[config.mk]
export PLATFORM = sky130hd
export DESIGN_NAME = stage2
export DESIGN_NICKNAME = d
export VERILOG_FILES = /design/src/rtl/aes_pkg.sv /design/src/rtl/round_tail.sv /design/src/rtl/stage2.sv
export SDC_FILE = /design/constraint.sdc
export NUM_CORES = 1
export LEC_CHECK = 0
export ABC_AREA = 1
export CORE_MARGIN = 5
export CORE_UTILIZATION = 48
export DETAILED_ROUTE_END_ITERATION = 16
export PLACE_DENSITY = 0.74
export SYNTH_ARGS = -nofsm -noshare
export SYNTH_HDL_FRONTEND = slang
export SYNTH_SLANG_ARGS = --single-unit
[constraint.sdc]
create_clock -name clk -period 13.9 [get_ports clk]
set_input_delay 4.17 -clock clk [delete_from_list [all_inputs] [get_ports clk]]
set_output_delay 4.17 -clock clk [all_outputs]
set_load 0.01 [all_outputs]
[src/rtl/aes_pkg.sv]
// aes_pkg: shared AES round constants, block record and GF(2^8) round helpers
package aes_pkg;
  localparam int LAST_ROUND_DEFAULT = 10;
  typedef struct packed {
    logic [127:0] state;
    logic [3:0]   num;
    logic         last;
  } blk_t;
  function automatic logic [7:0] xtime(input logic [7:0] b);
    return {b[6:0], 1'b0} ^ (b[7] ? 8'h1b : 8'h00);
  endfunction
  function automatic logic [127:0] shift_rows(input logic [127:0] s);
    logic [127:0] o;
    o = '0;
    for (int c = 0; c < 4; c++)
      for (int r = 0; r < 4; r++)
        o[8*(15-(4*c+r)) +: 8] = s[8*(15-(4*((c+r)%4)+r)) +: 8];
    return o;
  endfunction
  function automatic logic [31:0] mix_col(input logic [31:0] a);
    logic [7:0] a0, a1, a2, a3;
    {a0, a1, a2, a3} = a;
    return {xtime(a0) ^ xtime(a1) ^ a1 ^ a2 ^ a3,
            a0 ^ xtime(a1) ^ xtime(a2) ^ a2 ^ a3,
            a0 ^ a1 ^ xtime(a2) ^ xtime(a3) ^ a3,
            xtime(a0) ^ a0 ^ a1 ^ a2 ^ xtime(a3)};
  endfunction
  function automatic logic [127:0] mix_columns(input logic [127:0] s);
    return {mix_col(s[127:96]), mix_col(s[95:64]), mix_col(s[63:32]), mix_col(s[31:0])};
  endfunction
endpackage

[src/rtl/round_tail.sv]
// round_tail: ShiftRows -> MixColumns (skipped on last round) -> AddRoundKey; in state/key/num, out state_out/last
module round_tail
  import aes_pkg::*;
#(
  parameter int LAST_ROUND = LAST_ROUND_DEFAULT
) (
  input  logic [127:0] state,
  input  logic [127:0] key,
  input  logic [3:0]   num,
  output logic [127:0] state_out,
  output logic         last
);
  logic [127:0] sr;
  assign sr        = shift_rows(state);
  assign last      = num == 4'(LAST_ROUND);
  assign state_out = (last ? sr : mix_columns(sr)) ^ key;
endmodule

[src/rtl/stage2.sv]
// stage2: AES round tail with valid/ready output register and one-entry skid; ports clk/rst/en, in_valid/in_ready/state/key/num, out_valid/out_ready/state_out/num_out/last_out, err
module stage2
  import aes_pkg::*;
#(
  parameter int LAST_ROUND = LAST_ROUND_DEFAULT
) (
  input  logic         clk,
  input  logic         rst,
  input  logic         en,
  input  logic         in_valid,
  output logic         in_ready,
  input  logic [127:0] state,
  input  logic [127:0] key,
  input  logic [3:0]   num,
  output logic         out_valid,
  input  logic         out_ready,
  output logic [127:0] state_out,
  output logic [3:0]   num_out,
  output logic         last_out,
  output logic         err
);
  blk_t out_q, skid_q, in_blk;
  logic out_v, skid_v, accept, bad;
  logic [127:0] rt_state;
  logic rt_last;
  round_tail #(.LAST_ROUND(LAST_ROUND)) u_tail (
    .state(state), .key(key), .num(num), .state_out(rt_state), .last(rt_last)
  );
  assign in_blk    = '{state: rt_state, num: num, last: rt_last};
  assign in_ready  = !skid_v;
  assign accept    = in_valid && in_ready && en;
  assign bad       = num == 4'd0 || num > 4'(LAST_ROUND);
  assign out_valid = out_v;
  assign state_out = out_q.state;
  assign num_out   = out_q.num;
  assign last_out  = out_q.last;
  // in_ready is low whenever SKID is full, so an accept never coincides with a SKID->OUT move
  always_ff @(posedge clk or posedge rst)
    if (rst) begin
      out_q  <= '0;
      out_v  <= 1'b0;
      skid_q <= '0;
      skid_v <= 1'b0;
      err    <= 1'b0;
    end else if (en) begin
      if (!out_v || out_ready) begin
        if (skid_v) begin
          out_q  <= skid_q;
          out_v  <= 1'b1;
          skid_v <= 1'b0;
        end else begin
          out_v <= accept;
          if (accept) out_q <= in_blk;
        end
      end else if (accept) begin
        skid_q <= in_blk;
        skid_v <= 1'b1;
      end
      if (accept && bad) err <= 1'b1;
    end
endmodule

==> metrics <==
DR pass1 iterations 8; CTS tree done; dpl cell area 0.0269 mm2; TritonCTS Buffers 34; clock share of power 24.5%; final setup fails 0; Sw Pwr 1.41 mW; first-pass GRT wire length 121000 um; row count 80; largest net degree at the start of global routing 134; DP HPWL 54800 um; Sum Neg Setup Slack 0 ns; Critical path origin in_valid; Clock Path Buffers 3; number of antenna-violating nets in the routed design 0; post-synthesis mux area share 0%; pwr dens 136 mW/mm2; fin cells 4999; fillers 4792; slowest CP cell buf_4; Cell Chain, Critical Path clkdlybuf4s50_1 > inv_1 > nor3_4 > nand2_1 > buf_4 > inv_6 > buf_4 > o21ai_0; layout cells sized above 1 2.85%; leakage 15.9 nW; final slew viol count 0; largest family of logic cells by synthesized area simple AND/OR/NAND/NOR gates; share of synthesized cell area in and, or, nand and nor gates 52.7%; crit share post-route 48.9%; Synth Area in XOR/XNOR 1.98%; Vias/cell 5.16; synthesized flop and latch total 269; Overflow after GRT 0; H-tree Lvls 2; share of power burned in registers 35.0%; Gate power share 40.5%; Distinct cells, synth 28; HP Class reg -> reg; Root Driver clkbuf_16; count of input and output buffers 400; die width 229 um; Synth Cell Area 0.0230 mm2; Initial DRC Count 1883; WL final 75200 um; I/O pin count 401; fin crit period 6.80 ns; antenna violations before repair 6; Post-CTS Setup Bufs 0; global-route usage over all layers 27.8%; cts hold-fix bufs 0; CORE AREA 0.0475 mm2; critical path launch point type primary input; Int Pwr 2.41 mW; post-CTS sizing 0; status finished, final reports clean; sequential area share after synthesis 29.2%; Die Area 0.0524 mm2; Fmax 0.147 GHz; CP Max Fanout 132; Worst-path clk slew 0.06 ns; CP peak stage delay 0.92 ns; slew of the pin with the lowest slew margin 1.06 ns; DP Cell Count 4939; Worst-Skew Late Latency 0.55 ns; number of global-route vias before repair 23400; VDD IR max 102 uV; Critical Path Sink skid_q[24]$_DFFE_PP0P_; Req. time, crit path 14.28 ns; net count after synthesis 4367; r2r setup slk 10.39 ns; Reg2Reg Capture Point skid_q[24]$_DFFE_PP0P_; critical setup path kind in -> reg; cells after synthesis 4102; Switching Share 37.0%; clock skew 0.0149 ns; DR vias 25800; Starting Density 48.4%; reg2reg path depth 6; nets 4625; Data arrival, critical path 7.18 ns; DIE HEIGHT 229 um; Residual DRC 0; Max Cap Viol 0; Adder-Cell Fraction of Synth Area 0%; GP Congestion 0.932; Most Frequent Cell on Critical Path buf_4; Synth Area in Compound Gates 5.51%; unrepaired setup endpoints after global routing no; clock sink count 269; wire per inst 15.0 um; Worst setup EP type flip-flop; R2R Path Start skid_v$_DFFE_PP0P_; Final Cell Area 0.0281 mm2; Hold Fails Final Rpt 0; Synth Area per Inst 5.61 um2; area delta synth->final 22.0%; Yosys warning count 0; Rel. slew slack 29.3%
## state kept, by name, indices dropped and copies added, names as in the netlist
| signal | count |
|---|---|
| skid_q | 133 |
| skid_v | 1 |
| last_out | 1 |
| err | 1 |
| num_out | 4 |
| out_valid | 1 |
| state_out | 128 |
## logic make-up after synthesis
kind of cell	count (synthesis)
buffers and inverters	568
XOR/XNOR	52
AO/OA/AOI/OAI	201
AND/OR/NAND/NOR	3012
flip-flops	269
## critical path: cells and delay by family
family | cells | cell delay, ns
AO/OA/AOI/OAI | 1 | 0.19
buffers and inverters | 5 | 2.41
AND/OR/NAND/NOR | 2 | 0.27
## worst min path at each step
stage / slack [ns] / start / end / cells after the start
floorplan: 0.45 / skid_q[0]$_DFFE_PP0P_ / skid_q[0]$_DFFE_PP0P_ / 2
global placement: 0.46 / state_out[100]$_DFFE_PP0P_ / state_out[100]$_DFFE_PP0P_ / 2
detailed placement: 0.46 / state_out[22]$_DFFE_PP0P_ / state_out[22]$_DFFE_PP0P_ / 2
CTS: 0.48 / state_out[66]$_DFFE_PP0P_ / state_out[66]$_DFFE_PP0P_ / 2
global route: 0.49 / state_out[71]$_DFFE_PP0P_ / state_out[71]$_DFFE_PP0P_ / 2
finish: 0.47 / state_out[79]$_DFFE_PP0P_ / state_out[79]$_DFFE_PP0P_ / 2
## cell usage after synthesis
library cell | n | area [um2]
a21o_1 | 3 | 22.5
a21oi_1 | 5 | 25.0
a21oi_2 | 44 | 385
a31oi_1 | 69 | 432
buf_1 | 7 | 26.3
buf_2 | 118 | 591
buf_4 | 15 | 113
buf_6 | 11 | 124
clkbuf_1 | 26 | 97.6
clkbuf_2 | 14 | 70.1
clkinv_1 | 3 | 11.3
dfrtp_1 | 269 | 6730
inv_1 | 364 | 1370
inv_2 | 10 | 37.5
nand2_1 | 2157 | 8100
nand2_2 | 2 | 12.5
nand3_1 | 565 | 2830
nand3b_1 | 22 | 165
nand4_2 | 1 | 12.5
nor2_1 | 262 | 983
nor3_4 | 1 | 16.3
nor4_1 | 1 | 6.26
o21ai_0 | 66 | 330
o21ai_1 | 13 | 65.1
o21bai_1 | 1 | 7.51
or2_2 | 1 | 6.26
xnor2_1 | 21 | 184
xor2_1 | 31 | 272
## metal layers
layer  GRT usage (%)  part of all wire [%]  vias up
li1                -                     -    13300
met1            37.7                    45    11700
met2            45.1                    45      729
met3            5.12                   6.8      120
met4            8.81                   3.2        8
met5               0                 0.057        -
## layout by cell type (no fill, tap or decap), types with 2 or more instances in the layout
cell | netlist | final
a21o_1 | 3 | 3
a21oi_1 | 5 | 5
a21oi_2 | 44 | 44
a31oi_1 | 69 | 69
buf_4 | 15 | 13
bufinv_16 | 0 | 3
clkbuf_1 | 26 | 7
clkbuf_16 | 0 | 37
clkbuf_8 | 0 | 6
clkdlybuf4s50_1 | 0 | 400
clkinv_1 | 3 | 3
clkinv_2 | 0 | 3
clkinvlp_4 | 0 | 2
dfrtp_1 | 269 | 268
diode_2 | 0 | 2
inv_1 | 364 | 363
inv_2 | 10 | 7
inv_6 | 0 | 2
nand2_1 | 2157 | 2157
nand3_1 | 565 | 565
nand3b_1 | 22 | 22
nor2_1 | 262 | 262
o21ai_0 | 66 | 66
o21ai_1 | 13 | 13
xnor2_1 | 21 | 21
xor2_1 | 31 | 31
## power groups by stage
stage	Combinational [mW]	Clock, mW	Sequential [mW]
after floorplan	0.833	0	1.38
after global placement	1.53	0	1.34
after detailed placement	1.55	0	1.34
after CTS	1.56	0.954	1.34
after global routing	1.74	0.982	1.38
final	1.55	0.936	1.34
## cell type report
cell class | instances | area, um2 | area share, %
clock inverter | 8 | 120 | 0.428
multi-input combinational | 3265 | 13900 | 49.4
sequential | 269 | 6740 | 24.0
tap | 615 | 769 | 2.74
clock buffer | 50 | 1030 | 3.69
inverter | 377 | 1440 | 5.11
timing repair buffer | 413 | 4100 | 14.6
antenna | 2 | 5.00 | 0.0178
## per-stage QoR
stage	hold WS, ns	power [mW]	worst slack, ns	util, %
6_report	0.474	3.83	7.10	59.0
5_1_grt	0.488	4.10	6.79	59.0
4_1_cts	0.480	3.85	7.14	59.0
3_5_place_dp	0.464	2.89	6.57	56.6
3_3_place_gp	0.461	2.87	6.62	56.6
2_1_floorplan	0.448	2.22	2.32	-
(Power assumes the default switching activity.)
